File: src/rtl/alu_pkg.sv
// Shared definitions for the execute-stage ALU.
//   alu_op_e  : 2-bit operation select encoding (ADD, SUB, AND, OR)
//   ALU_WIDTH : default operand/result width
package alu_pkg;

    localparam int unsigned ALU_WIDTH = 32;

    typedef enum logic [1:0] {
        ALU_ADD = 2'b00,
        ALU_SUB = 2'b01,
        ALU_AND = 2'b10,
        ALU_OR  = 2'b11
    } alu_op_e;

endpackage

File: src/rtl/alu_addsub.sv
// Combinational WIDTH-bit adder/subtractor.
//   a, b     : operands
//   sub      : 0 -> a + b, 1 -> a + ~b + 1
//   sum      : WIDTH-bit result (modulo 2^WIDTH)
//   carry    : carry out of the top bit (for SUB: 1 means no borrow)
//   overflow : signed overflow of the operation
module alu_addsub
    import alu_pkg::*;
#(
    parameter int unsigned WIDTH = ALU_WIDTH
) (
    input  logic [WIDTH-1:0] a,
    input  logic [WIDTH-1:0] b,
    input  logic             sub,
    output logic [WIDTH-1:0] sum,
    output logic             carry,
    output logic             overflow
);

    logic [WIDTH-1:0] b_eff;
    logic [WIDTH:0]   full_sum;

    always_comb begin
        b_eff    = sub ? ~b : b;
        full_sum = {1'b0, a} + {1'b0, b_eff} + {{WIDTH{1'b0}}, sub};
        sum      = full_sum[WIDTH-1:0];
        carry    = full_sum[WIDTH];
        // Same-sign effective operands whose sum flips sign; with b inverted
        // this also covers the SUB rule (A, B of different signs).
        overflow = (a[WIDTH-1] == b_eff[WIDTH-1]) &&
                   (full_sum[WIDTH-1] != a[WIDTH-1]);
    end

endmodule

File: src/rtl/alu.sv
// Registered integer ALU for the execute stage.
//   clk_i      : clock, rising edge
//   rst_i      : synchronous active-high reset, clears all outputs
//   data1_i    : operand A
//   data2_i    : operand B
//   AluOp_i    : operation select (alu_op_e)
//   result_o   : registered result
//   zero_o     : registered flag, result == 0
//   negative_o : registered flag, result MSB
//   carry_o    : registered carry-out (ADD) / no-borrow (SUB), 0 for logic ops
//   overflow_o : registered signed overflow, 0 for logic ops
module alu
    import alu_pkg::*;
#(
    parameter int unsigned WIDTH = ALU_WIDTH
) (
    input  logic             clk_i,
    input  logic             rst_i,
    input  logic [WIDTH-1:0] data1_i,
    input  logic [WIDTH-1:0] data2_i,
    input  logic [1:0]       AluOp_i,
    output logic [WIDTH-1:0] result_o,
    output logic             zero_o,
    output logic             negative_o,
    output logic             carry_o,
    output logic             overflow_o
);

    alu_op_e          op;
    logic [WIDTH-1:0] as_sum;
    logic             as_carry;
    logic             as_overflow;
    logic [WIDTH-1:0] result_d;
    logic             carry_d;
    logic             overflow_d;

    assign op = alu_op_e'(AluOp_i);

    alu_addsub #(
        .WIDTH (WIDTH)
    ) u_addsub (
        .a        (data1_i),
        .b        (data2_i),
        .sub      (op == ALU_SUB),
        .sum      (as_sum),
        .carry    (as_carry),
        .overflow (as_overflow)
    );

    always_comb begin
        result_d   = '0;
        carry_d    = 1'b0;
        overflow_d = 1'b0;
        case (op)
            ALU_ADD, ALU_SUB: begin
                result_d   = as_sum;
                carry_d    = as_carry;
                overflow_d = as_overflow;
            end
            ALU_AND: result_d = data1_i & data2_i;
            ALU_OR:  result_d = data1_i | data2_i;
            default: result_d = '0;
        endcase
    end

    always_ff @(posedge clk_i) begin
        if (rst_i) begin
            result_o   <= '0;
            zero_o     <= 1'b0;
            negative_o <= 1'b0;
            carry_o    <= 1'b0;
            overflow_o <= 1'b0;
        end else begin
            result_o   <= result_d;
            zero_o     <= (result_d == '0);
            negative_o <= result_d[WIDTH-1];
            carry_o    <= carry_d;
            overflow_o <= overflow_d;
        end
    end

endmodule

File: config.mk
export PLATFORM = sky130hd
export DESIGN_NAME = alu
export DESIGN_NICKNAME = d
export VERILOG_FILES = /design/src/rtl/alu_pkg.sv /design/src/rtl/alu_addsub.sv /design/src/rtl/alu.sv
export SDC_FILE = /design/constraint.sdc
export NUM_CORES = 1
export LEC_CHECK = 0
export ABC_AREA = 1
export CORE_MARGIN = 2
export CORE_UTILIZATION = 56
export CTS_CLUSTER_SIZE = 40
export DETAILED_ROUTE_END_ITERATION = 7
export HOLD_SLACK_MARGIN = 0.08
export MAX_ROUTING_LAYER = met4
export PLACE_DENSITY_LB_ADDON = 0.25
export SKIP_CTS_REPAIR_TIMING = 1
export SLEW_MARGIN = 20
export SYNTH_ARGS = -nofsm -noshare
export SYNTH_HDL_FRONTEND = slang
export SYNTH_SLANG_ARGS = --single-unit
File: constraint.sdc
create_clock -name clk_i -period 6.65 [get_ports clk_i]
set_clock_uncertainty 0.1 [all_clocks]
set_input_delay 1.33 -clock clk_i [delete_from_list [all_inputs] [get_ports clk_i]]
set_output_delay 1.33 -clock clk_i [all_outputs]
set_load 0.01 [all_outputs]
-- Yosys cells after proc, flatten, opt, wreduce, memory -nomap -nowiden
Index checks and enable logic that the tools add are counted.
- bits in registers: 36
- bits of input ports: 68
- output and inout port bits: 36
- logic and storage cells: 23
- add/sub/neg operators: 2
- equality and inequality tests: 5
- muxes and demuxes: 2
- bitwise logic cells: 4
- reduce and logical (&&, ||, !) cells: 5
- operators by type and width (kind ; count):
    case mux 32 bit (3 select lines) ; 1
    adder 32 x 32 -> 33 bit ; 1
    adder 33 x 1 -> 33 bit ; 1
    bitwise AND 32 bit ; 1
    logical NOT 32 bit ; 1
    two-way mux 32 bit ; 1
    NOT 32 bit ; 1
    bitwise OR 32 bit ; 1
    == test 2 bit (second input constant) ; 2
    OR reduction 2 bit ; 2
    == test 2 x 1 -> 1 bit (second input constant) ; 1
    logical NOT 2 bit ; 1
    == test 1 bit ; 1
    logical AND 1 bit ; 1
    inequality test 1 bit ; 1
    NOT 1 bit ; 1

-- Longest topological paths before layout
Gate-level depths: netlist of the first run.
- depth in word-level cells: 6
- gate-level depth with buffers: 23
- gate-level depth less buffers: 22

-- By module
From an unflattened synthesis of the first run, not the netlist that was laid out.
- cells, all modules: 762
- area, all modules: 4415.5 um^2
- by module, submodules not included (module ; times used ; cells an instance ; area an instance (um^2) ; sequential area each (um^2)):
    alu_addsub ; 1 ; 419 ; 2346.0 ; 0.0
    alu ; 1 ; 343 ; 2069.5 ; 700.7

-- Least setup slack after synthesis of the first run
Ideal clock, no wire load.
- path type: input-to-reg
- start: input port AluOp_i[1]
- end: register zero_o
- library setup time: 0.064 ns
- arrival time: 3.558 ns
- required time: 6.486 ns
- path slack: 2.928 ns
- stages on the path: 19
- buffers on the path: 1
- path through: inv_2 nand2_4 clkbuf_1 xnor2_1 ha_1 nand2_1 inv_1 nand2_1 nand2_1 inv_1 nand3_1 nand2_1 o21ai_1 or2_2 nand2_1 nand2_1 nor2_1 nand3_1 nor2_1
- cells in the longest elaborated chain, start to end: 6
- elaborated cells on any way between the ends: 10
- classes of those cells: add/sub: 2; eq/ne: 3; mux: 2; reduce/logical: 3
- ends and longest elaborated chain (element ; line ; text):
    start: declaration ; alu.sv:21 ; input logic [1:0] AluOp_i,
    == test 2 x 1 -> 1 bit ; alu.sv:44, alu.sv:54 ;
    two-way mux 32 bit ; alu_addsub.sv:24 ; b_eff = sub ? ~b : b;
    adder 32 x 32 -> 33 bit ; alu_addsub.sv:25 ; full_sum = {1'b0, a} + {1'b0, b_eff} + {{WIDTH{1'b0}}, sub};
    adder 33 x 1 -> 33 bit ; alu_addsub.sv:25 ;
    case mux 32 bit (3 select lines) (*) ; alu.sv:54 ; case (op)
    logical NOT 32 bit (*) ; alu.sv:75 ; zero_o <= (result_d == '0);
    end signal: assignment ; alu.sv:75 ;
    end: declaration ; alu.sv:23 ; output logic zero_o,
Mark *: on every way between the ends. The rest lies on a longest branch, timed or not.
A chain may end at the register's enable or synchronous reset.

-- Worst setup path after layout of the first run
Ends and elaborated chain as after synthesis.

==> key figures, run 1 <==
Run status
  • Status: finished clean

Worst hold path
  • Worst min path class: in -> reg
  • Worst Min Path Start: data1_i[31]
  • Cell count of the worst hold path: 3

STA
  • RSZ-0062 raised after global routing: no
  • Setup TNS: 0 ns
  • Max Freq: around 180 MHz
  • Final Max Tran Viols: 0
  • Hold Violations, Final: 0
  • Final Setup Violations: 0
  • Tightest slew margin relative to the limit: around 50%
  • Worst-Margin Slew: 0.746 ns
  • Final critical delay including setup and external delays: 5.66 ns
  • Final cycle utilization of the critical path: between 80% and 90%

Worst setup path
  • Longest individual stage delay on the worst path: ~0.60 ns
  • Worst Setup End Kind: flip-flop
  • Startpoint Class: input pin
  • Category of cells accounting for the largest share of critical-path delay: simple AND/OR/NAND/NOR gates
  • Maximum fanout along the worst path: 35
  • Cell at the slowest stage of the critical path: sky130_fd_sc_hd__inv_2
  • Start point of the critical path: AluOp_i[1]
  • Critical-path cell list: clkdlybuf4s50_1 -> inv_2 -> nand2_4 -> o21ai_1 -> inv_1 -> fa_1 -> inv_1 -> nand2_1 -> nand2_1 -> nand3_1 -> nand2_1 -> nand2_1 -> nand2_1 -> nand2_1 -> nand3_1 -> nand2_1 -> nor2_1 -> nand2_1 -> nor3_2 -> nand3_1 -> nor2_1
  • CP Buf/Inv Count: 4
  • Classification of the worst setup path: in -> reg
  • Arr. time, crit path: 5.80 ns
  • Most Frequent Cell on Critical Path: sky130_fd_sc_hd__nand2_1
  • Data required time of the worst path: roughly 6.8 ns
  • Levels on crit path: 21

Synthesis
  • Total of warnings raised by yosys: 0
  • Mean instance size in the synthesized netlist: between 5 and 6 um2
  • Register bit count reported by yosys: 35
  • Proportion of register bits with asynchronous set or reset after synthesis: 0%
  • Most used flip-flop cell after synthesis: sky130_fd_sc_hd__dfxtp_1
  • Combined area of all synthesized cells: between 4000 and 5000 um2
  • Post-synthesis sequential area ratio: ~15%
  • Netlist cell types: 31
  • Post-synth EDFFs: 0
  • Gate count after technology mapping: roughly 840
  • Synthesized net count: between 900 and 1000

Routing
  • Number of iterations in the first detailed-routing pass: 5
  • Wire per inst: about 15 um
  • ANT nets after route: 0
  • Detailed-route via count: 5697
  • Initial drt markers: approximately 520
  • Routed wire length: approximately 15000 um
  • # DRC: 0
  • Drt via density: 5.48

Global route
  • Overall track demand over capacity in global routing: around a third
  • Number of global-route vias before repair: 5216
  • Met1 Track Usage GR: 46.3%
  • Antenna violations before repair: 0
  • Layer carrying the most global-route usage: met2
  • Met2 track utilization from global routing: between 50% and 60%
  • First-pass GRT wire length: between 20000 and 25000 um
  • Met3 Usage GRT: about 5%
  • Maximum number of pins on one net before global-route repair: 36
  • Total grt overflow: 0

Cells and area
  • Fraction of final layout cells sized beyond drive strength 1: between 4 and 5%
  • N_diodes: 0
  • Synth-to-layout area growth: 26.6%
  • Post-layout nets: roughly 1000

Power and ir drop
  • Overall power after layout: 1.02 mW
  • Cell internal power dissipation: approximately 570 uW
  • Total power per unit cell area: roughly 170 nW/um2
  • Gate power share: a little under three fifths
  • Psw: 450 uW
  • Largest vdd supply drop: approximately 0.000085 V
  • Clock network fraction of total power: just over 20%
  • Relative contribution of sequential cells to total power: between 20% and 30%
  • Switching power as a share of total power: between 40% and 50%
  • Leakage power: around 3 nW

Floorplanning
  • Floorplan die area: approximately 9000 um2
  • Top-level port count: between 100 and 150
  • Chip height: roughly 95 um
  • Floorplan core area: 8090 um2
  • Row Count: 33
  • Die span in x: around 95 um
  • Effective utilization at floorplan: between 50% and 60%

Placement
  • Routability congestion estimate from global placement: 0.973
  • Count of buffers inserted at the top-level ports: 103
  • Post-DP HPWL: between 10000 and 15000 um

Clocking
  • Depth of the CTS H-tree: 2
  • CTS tree: yes
  • Clock tree buffer depth: 2
  • Cell chosen for the clock root: sky130_fd_sc_hd__clkbuf_8
  • Clk pin slew, worst setup/hold paths: 0.09 ns
  • Clock tree sinks: 35
  • Inserted Clock Buffers: 5

Run
  • Total of max-cap violations: 0
-- logic make-up (layout without fill, tap and decap cells) --
family,after synthesis,after routing,share of synthesized area [%]
AND/OR/NAND/NOR,498,498,45.9
buffers and inverters,153,250,12.7
AO/OA/AOI/OAI,85,85,10.3
adder cells (fa/ha/maj),36,36,9.96
flip-flops,35,35,15.2
XOR/XNOR,31,31,5.90
-- through the flow --
stage	setup WS, ns	instance area (um2)	std cells	hold WS, ns	utilization, %
final	0.989	5820	1040	1.65	72.0
after global routing	0.798	5820	1040	1.67	72.0
after CTS	1.15	5820	1040	1.64	72.0
after detailed placement	0.875	5710	1032	1.96	70.6
after global placement	0.947	5710	1032	1.96	70.6
after floorplan	2.93	4600	838	1.40	-
-- layer usage --
layer  vias to the layer above  part of all wire, %
met5                         -                    0
met4                         0                  1.6
met3                        29                  9.3
met2                       299                   45
met1                      2545                   44
li1                       2824                    -
-- area by class of cell --
class                      instances  area, um2
clock buffer                       5       68.8
clock inverter                     3       43.8
fill                             754       2270
inverter                         137        514
multi-input combinational        650       3320
sequential                        35        701
tap                              105        131
timing repair buffer             105       1050
-- final timing paths --
kind	endpoint	slack, ns
worst max-delay path	zero_o	0.99
worst min-delay path	overflow_o	1.65
-- power by group through the flow --
stage / combinational, mW / sequential (mW) / clock [mW]
2_1_floorplan: 0.347 / 0.254 / 0
3_3_place_gp: 0.548 / 0.242 / 0
3_5_place_dp: 0.556 / 0.243 / 0
4_1_cts: 0.559 / 0.238 / 0.203
5_1_grt: 0.631 / 0.240 / 0.212
6_report: 0.575 / 0.238 / 0.205
-- worst min-delay path: stages --
cell and delay (ns):
sky130_fd_sc_hd__clkdlybuf4s50_1 0.49, sky130_fd_sc_hd__nand3_1 0.12, sky130_fd_sc_hd__a211oi_1 0.07
-- Yosys cell counts (all sizes together) (2+ instances only) --
cell type | number | share of area, %
clkbuf | 8 | 0.65
ha | 35 | 9.5
nand3 | 66 | 7.6
a31oi | 28 | 3.8
inv | 135 | 11
nand3b | 12 | 2.0
o21bai | 5 | 0.82
buf | 8 | 0.84
o21ai | 9 | 0.98
nand2 | 266 | 22
xnor2 | 27 | 5.1
xor2 | 4 | 0.76
nand4 | 6 | 0.82
nor2 | 137 | 12
nor3 | 9 | 1.1
a21oi | 42 | 4.6
clkinv | 2 | 0.16
dfxtp | 35 | 15
-- cells in the final DEF (no fill, tap or decap), types with 2 or more instances in the layout --
cell type,n
sky130_fd_sc_hd__a21oi_1,42
sky130_fd_sc_hd__a31oi_1,28
sky130_fd_sc_hd__buf_4,2
sky130_fd_sc_hd__clkbuf_8,5
sky130_fd_sc_hd__clkdlybuf4s50_1,103
sky130_fd_sc_hd__clkinv_1,2
sky130_fd_sc_hd__dfxtp_1,35
sky130_fd_sc_hd__ha_1,35
sky130_fd_sc_hd__inv_1,128
sky130_fd_sc_hd__inv_2,7
sky130_fd_sc_hd__nand2_1,254
sky130_fd_sc_hd__nand2_2,11
sky130_fd_sc_hd__nand3_1,62
sky130_fd_sc_hd__nand3_2,4
sky130_fd_sc_hd__nand3b_1,12
sky130_fd_sc_hd__nand4_1,6
sky130_fd_sc_hd__nor2_1,127
sky130_fd_sc_hd__nor2_2,10
sky130_fd_sc_hd__nor3_1,8
sky130_fd_sc_hd__o21ai_0,6
sky130_fd_sc_hd__o21ai_1,3
sky130_fd_sc_hd__o21bai_1,5
sky130_fd_sc_hd__xnor2_1,27
sky130_fd_sc_hd__xor2_1,4
-- sequential cells by signal, summed over array words and instances, names as in the netlist --
register / count
result_o: 32
carry_o: 1
overflow_o: 1
zero_o: 1
Power figures use the tool's default switching activity.
==> inputs of run 2 (changes only) <==
--- a/config.mk
+++ b/config.mk
@@ -6,6 +6,7 @@
 export NUM_CORES = 1
 export LEC_CHECK = 0
 export ABC_AREA = 1
+export CORE_ASPECT_RATIO = 0.8
 export CORE_MARGIN = 2
 export CORE_UTILIZATION = 56
 export CTS_CLUSTER_SIZE = 40
==> key figures, run 2 (same netlist as run 1, synthesis figures left out) <==
Floorplanning
  • Effective utilization at floorplan: 57.9% (+1.0 points)
  • Row Count: 29 (-12%)
  • Floorplan core area: 7950 um2 (-1.8%)
  • Floorplan die area: 8960 um2 (about the same)
  • Die span in x: 105 um (+11%)
  • Chip height: 85.1 um (-10%)
  • Top-level port count: 104 (unchanged)

Clocking
  • Clock tree sinks: 35 (unchanged)
  • Clk pin slew, worst setup/hold paths: 0.09 ns (about the same)
  • Inserted Clock Buffers: 5 (unchanged)
  • Depth of the CTS H-tree: 2 (unchanged)
  • CTS tree: yes
  • Cell chosen for the clock root: sky130_fd_sc_hd__clkbuf_8
  • Clock tree buffer depth: 2 (unchanged)

Cells and area
  • Fin util: 73.0% (+1.1 points)
  • Filler instances: 691 (-8.4%)
  • Commonest cells after routing, fill and taps aside: 254 x sky130_fd_sc_hd__nand2_1, 128 x sky130_fd_sc_hd__inv_1, 127 x sky130_fd_sc_hd__nor2_1
  • N_diodes: 0 (unchanged)
  • Flip-flop count of the largest register after layout: 32 (unchanged)
  • Top reg by flops: result_o
  • Leading cell type in the layout, fill and taps excluded: sky130_fd_sc_hd__nand2_1
  • Synth-to-layout area growth: 26.1%
  • Fraction of final layout cells sized beyond drive strength 1: 4.71% (-0.10 points)
  • Post-layout nets: 1038 (unchanged)

Placement
  • Count of buffers inserted at the top-level ports: 103 (unchanged)
  • Post-DP HPWL: 12400 um (+0.43%)
  • Post-Place Setup Slack: 1.22 ns (+0.346 ns)
  • Routability congestion estimate from global placement: 1.04 (+7.0%)

Run
  • Total of max-cap violations: 0 (unchanged)

Global route
  • First-pass GRT wire length: 24900 um (+3.6%)
  • Maximum number of pins on one net before global-route repair: 36 (unchanged)
  • Total grt overflow: 0 (unchanged)
  • Overall track demand over capacity in global routing: 36.0% (+0.82 points)
  • Antenna violations before repair: 0 (unchanged)
  • Number of global-route vias before repair: 5094 (-2.3%)

Worst setup path
  • Arr. time, crit path: 5.35 ns (-0.45 ns)
  • Startpoint Class: input pin
  • Maximum fanout along the worst path: 35 (unchanged)
  • Data required time of the worst path: 6.78 ns (about the same)
  • Worst Setup End Kind: flip-flop
  • Classification of the worst setup path: in -> reg

Run status
  • Status: finished clean

Routing
  • # DRC: 0 (unchanged)
  • ANT nets after route: 0 (unchanged)
  • Detailed-route via count: 5670 (-0.47%)
  • Routed wire length: 15500 um (+0.46%)
  • Initial drt markers: 593 (+14%)
  • Drt via density: 5.44 (-0.66%)
  • Number of iterations in the first detailed-routing pass: 5 (unchanged)
  • Wire per inst: 14.9 um (+0.27%)

STA
  • Final Setup Violations: 0 (unchanged)
  • Max Freq: 192 MHz (+8.4%)
  • Hold Violations, Final: 0 (unchanged)
  • RSZ-0062 raised after global routing: no
  • Final cycle utilization of the critical path: 78.5% (-6.6 points)
  • Tightest slew margin relative to the limit: 51.7% (+1.4 points)
  • Final critical delay including setup and external delays: 5.22 ns (-0.439 ns)
  • Crit path setup slack, layout: 1.43 ns (+0.439 ns)
  • Final Max Tran Viols: 0 (unchanged)
  • Setup TNS: 0 ns (unchanged)
  • Worst-Margin Slew: 0.724 ns (-0.0216 ns)

Worst hold path
  • Worst min path class: in -> reg

Power and ir drop
  • Leakage power: 2.98 nW (-0.37%)
  • Largest vdd supply drop: 0.0000955 V (+13%)
  • Total power per unit cell area: 170 nW/um2 (-2.7%)
-- run 2: cell types whose count changed in the layout (fill, tap and decap cells not counted), sizes merged --
cell / previous run / this run
bufinv: 1 / 0
clkinv: 4 / 3
clkbuf: 5 / 6
-- run 2: worst paths after layout --
check / depth (start not counted) / from / slack [ns] / to
setup / recovery: 19 / AluOp_i[1] / 1.43 / zero_o
hold / removal: 3 / data2_i[31] / 1.66 / result_o[31]
-- run 2: stage by stage --
step           hold WS [ns]  instances  area (um2)  power, mW
2_1_floorplan          1.40        838        4600      0.601
3_3_place_gp           1.94       1035        5710      0.791
3_5_place_dp           1.96       1035        5710      0.800
4_1_cts                1.66       1042        5800      0.967
5_1_grt                1.67       1042        5800       1.06
6_report               1.66       1042        5800      0.987
-- run 2: layout make-up --
type                       count  area, um2  share of cell area [%]
clock buffer                   6       82.6                    1.42
clock inverter                 1       5.00                  0.0863
inverter                     137        514                    8.86
multi-input combinational    650       3320                    57.2
sequential                    35        701                    12.1
tap                          108        135                    2.33
timing repair buffer         105       1050                    18.0
-- run 2: routing by layer --
layer  up-vias  wire length (um)  share of wire [%]  GRT usage (%)
met1      2495              7040                 45           51.7
met5         -                 0                  0              -
met3        25              2230                 14           9.68
li1       2821                 -                  -              -
met4         0               167                1.1           6.79
met2       329              6060                 39           50.4
-- run 2: where the power goes --
part,switching (mW),total [mW],internal (mW)
Combinational,0.354,0.579,0.225
Clock,0.0894,0.171,0.0816
Sequential,0.00544,0.237,0.232
Total,0.449,0.987,0.538
-- run 2: worst max-delay path, stage by stage --
cell,delay [ns]
sky130_fd_sc_hd__clkdlybuf4s50_1,0.51
sky130_fd_sc_hd__inv_2,0.58
sky130_fd_sc_hd__nand2_4,0.56
sky130_fd_sc_hd__o21ai_1,0.39
sky130_fd_sc_hd__inv_1,0.09
sky130_fd_sc_hd__fa_1,0.36
sky130_fd_sc_hd__inv_1,0.18
sky130_fd_sc_hd__nand3_1,0.12
sky130_fd_sc_hd__nand2_1,0.14
sky130_fd_sc_hd__nand2_1,0.09
sky130_fd_sc_hd__nand3_2,0.08
sky130_fd_sc_hd__nand2_1,0.14
sky130_fd_sc_hd__a21oi_1,0.19
sky130_fd_sc_hd__nor2_1,0.09
sky130_fd_sc_hd__nor2_2,0.12
sky130_fd_sc_hd__nand2_1,0.07
sky130_fd_sc_hd__nor2_1,0.12
sky130_fd_sc_hd__nand3_1,0.08
sky130_fd_sc_hd__nor2_1,0.08
==> inputs of run 3 (changes only) <==
--- a/config.mk
+++ b/config.mk
@@ -8,7 +8,7 @@
 export ABC_AREA = 1
 export CORE_ASPECT_RATIO = 0.8
 export CORE_MARGIN = 2
-export CORE_UTILIZATION = 56
+export CORE_UTILIZATION = 52
 export CTS_CLUSTER_SIZE = 40
 export DETAILED_ROUTE_END_ITERATION = 7
 export HOLD_SLACK_MARGIN = 0.08
==> constraint.sdc (replaced) <==
create_clock -name clk_i -period 5.1 [get_ports clk_i]
set_clock_uncertainty 0.1 [all_clocks]
set_input_delay 1.02 -clock clk_i [delete_from_list [all_inputs] [get_ports clk_i]]
set_output_delay 1.02 -clock clk_i [all_outputs]
set_load 0.01 [all_outputs]
==> key figures, run 3 (same netlist as run 1, synthesis figures left out) <==
Worst setup path
  • Worst Setup End Kind: flip-flop
  • Critical Path End: zero_o
  • Maximum fanout along the worst path: 20 (-43%)
  • Cell at the slowest stage of the critical path: sky130_fd_sc_hd__clkdlybuf4s50_1
  • Longest individual stage delay on the worst path: 0.62 ns (+0.04 ns)
  • Levels on crit path: 20 (+1)
  • Most Frequent Cell on Critical Path: sky130_fd_sc_hd__nand2_1
  • Startpoint Class: input pin
  • Critical-path cell list: clkdlybuf4s50_1 -> nand2_4 -> o21ai_1 -> inv_1 -> fa_1 -> inv_1 -> nand2_1 -> nand2_1 -> nand2_1 -> nand2_1 -> nand3_1 -> nand2_1 -> nand2_1 -> nand3_1 -> nand2_1 -> clkinv_1 -> nand2_1 -> nor2_1 -> nand2_1 -> nor2_1
  • Start point of the critical path: AluOp_i[0]
  • CP Buf/Inv Count: 4 (unchanged)
  • Category of cells accounting for the largest share of critical-path delay: simple AND/OR/NAND/NOR gates
  • Arr. time, crit path: 4.38 ns (-0.97 ns)
  • Data required time of the worst path: 5.23 ns (-1.55 ns)
  • Classification of the worst setup path: in -> reg

Routing
  • Number of iterations in the first detailed-routing pass: 6 (+1)
  • # DRC: 0 (unchanged)
  • Initial drt markers: 524 (-12%)
  • Wire per inst: 14.8 um (-0.33%)
  • Detailed-route via count: 5534 (-2.4%)
  • Routed wire length: 15600 um (+0.44%)
  • ANT nets after route: 0 (unchanged)
  • Drt via density: 5.27 (-3.1%)

STA
  • Hold Violations, Final: 0 (unchanged)
  • Final Setup Violations: 0 (unchanged)
  • Tightest slew margin relative to the limit: 57.7% (+6.0 points)
  • Final critical delay including setup and external delays: about 4.3 ns
  • Final Max Tran Viols: 0 (unchanged)
  • RSZ-0062 raised after global routing: no
  • Setup TNS: 0 ns (unchanged)
  • Worst-Margin Slew: 0.632 ns (-0.0918 ns)
  • Max Freq: about 240 MHz
  • Final cycle utilization of the critical path: 83.3%

Power and ir drop
  • Leakage power: 2.99 nW (+0.26%)
  • Overall power after layout: 1.29 mW (+30%)
  • Total power per unit cell area: 221 nW/um2 (+30%)
  • Largest vdd supply drop: 0.000116 V (+22%)

Cells and area
  • Non-filler instance count after layout: 1050 (+0.77%)
  • Fin util: 68.4% (-4.6 points)
  • Post-layout nets: 1041 (+0.29%)
  • Filler instances: 817 (+18%)
  • N_diodes: 0 (unchanged)
  • Synth-to-layout area growth: 26.7%
  • Commonest cells after routing, fill and taps aside: 254 x sky130_fd_sc_hd__nand2_1, 128 x sky130_fd_sc_hd__inv_1, 127 x sky130_fd_sc_hd__nor2_1
  • Seq. cell area: 701 um2 (unchanged)
  • Flip-flop count of the largest register after layout: 32 (unchanged)
  • Multi-input gate area in the final layout: 3320 um2 (unchanged)
  • Fraction of final layout cells sized beyond drive strength 1: 5.01% (+0.30 points)
  • Leading cell type in the layout, fill and taps excluded: sky130_fd_sc_hd__nand2_1
  • Top reg by flops: result_o

Clocking
  • Clock tree buffer depth: 2 (unchanged)
  • Clock tree sinks: 35 (unchanged)
  • Clk pin slew, worst setup/hold paths: 0.09 ns (about the same)
  • Depth of the CTS H-tree: 2 (unchanged)
  • Inserted Clock Buffers: 5 (unchanged)
  • CTS tree: yes
  • Cell chosen for the clock root: sky130_fd_sc_hd__clkbuf_8

Worst hold path
  • Worst Min Path Start: data1_i[31]
  • Cell count of the worst hold path: 3 (unchanged)
  • Worst min path class: in -> reg

Floorplanning
  • Floorplan die area: 9620 um2 (+7.4%)
  • Effective utilization at floorplan: 54.0% (-3.9 points)
  • Chip height: 88.1 um (+3.6%)
  • Floorplan core area: 8520 um2 (+7.2%)
  • Row Count: 30 (+3.4%)
  • Die span in x: 109 um (+3.6%)
  • Top-level port count: 104 (unchanged)

Global route
  • Number of global-route vias before repair: 4795 (-5.9%)
  • Total grt overflow: 0 (unchanged)
  • Maximum number of pins on one net before global-route repair: 35 (-2.8%)
  • First-pass GRT wire length: 24300 um (-2.2%)
  • Overall track demand over capacity in global routing: 34.2% (-1.8 points)
  • Antenna violations before repair: 0 (unchanged)

Placement
  • Count of buffers inserted at the top-level ports: 103 (unchanged)
  • Post-DP HPWL: 13000 um (+4.6%)
  • Routability congestion estimate from global placement: 1.04 (about the same)
  • Placed Instances: 1042 (+0.68%)

Run status
  • Status: finished clean

Run
  • Total of max-cap violations: 0 (unchanged)
[run 3: cell types whose count changed in the layout (fill, tap and decap cells not counted)]
cell,previous run,this run
sky130_fd_sc_hd__buf_4,2,5
sky130_fd_sc_hd__clkbuf_1,0,1
sky130_fd_sc_hd__clkbuf_8,6,5
sky130_fd_sc_hd__clkinvlp_4,0,1
[run 3: metal layers]
layer | global-route usage [%] | part of all wire (%) | vias up
li1 | - | - | 2827
met1 | 52.9 | 51 | 2436
met2 | 45.8 | 36 | 264
met3 | 6.99 | 12 | 7
met4 | 3.50 | 0.48 | 0
met5 | - | 0 | -
[run 3: worst min-delay path by stage]
stage	slack, ns	to
2_1_floorplan	1.09	overflow_o
3_3_place_gp	1.64	overflow_o
3_5_place_dp	1.63	overflow_o
4_1_cts	1.30	overflow_o
5_1_grt	1.33	overflow_o
6_report	1.32	overflow_o
[run 3: area by class of cell]
| class | count | share of cell area [%] |
|---|---|---|
| Clock buffer | 6 | 1.25 |
| Clock inverter | 2 | 0.215 |
| Inverter | 137 | 8.83 |
| Multi-Input combinational cell | 650 | 56.9 |
| Sequential cell | 35 | 12.0 |
| Tap cell | 112 | 2.40 |
| Timing Repair Buffer | 108 | 18.3 |
[run 3: stage by stage]
step / cell area, um2 / setup WS [ns] / hold slack, ns
3_3_place_gp: 5740 / 0.563 / 1.64
3_5_place_dp: 5740 / 0.622 / 1.63
5_1_grt: 5830 / 0.592 / 1.33
2_1_floorplan: 4600 / 1.69 / 1.09
4_1_cts: 5830 / 0.897 / 1.30
6_report: 5830 / 0.850 / 1.32
[run 3: tightest hold or removal path, stage by stage]
cell and delay (ns):
sky130_fd_sc_hd__clkdlybuf4s50_1 0.47, sky130_fd_sc_hd__nand3_1 0.11, sky130_fd_sc_hd__a211oi_1 0.06
[run 3: where the power goes]
group / total (mW) / internal [mW] / switching, mW
logic: 0.760 / 0.295 / 0.465
clock network: 0.218 / 0.0959 / 0.122
registers: 0.310 / 0.302 / 0.00764
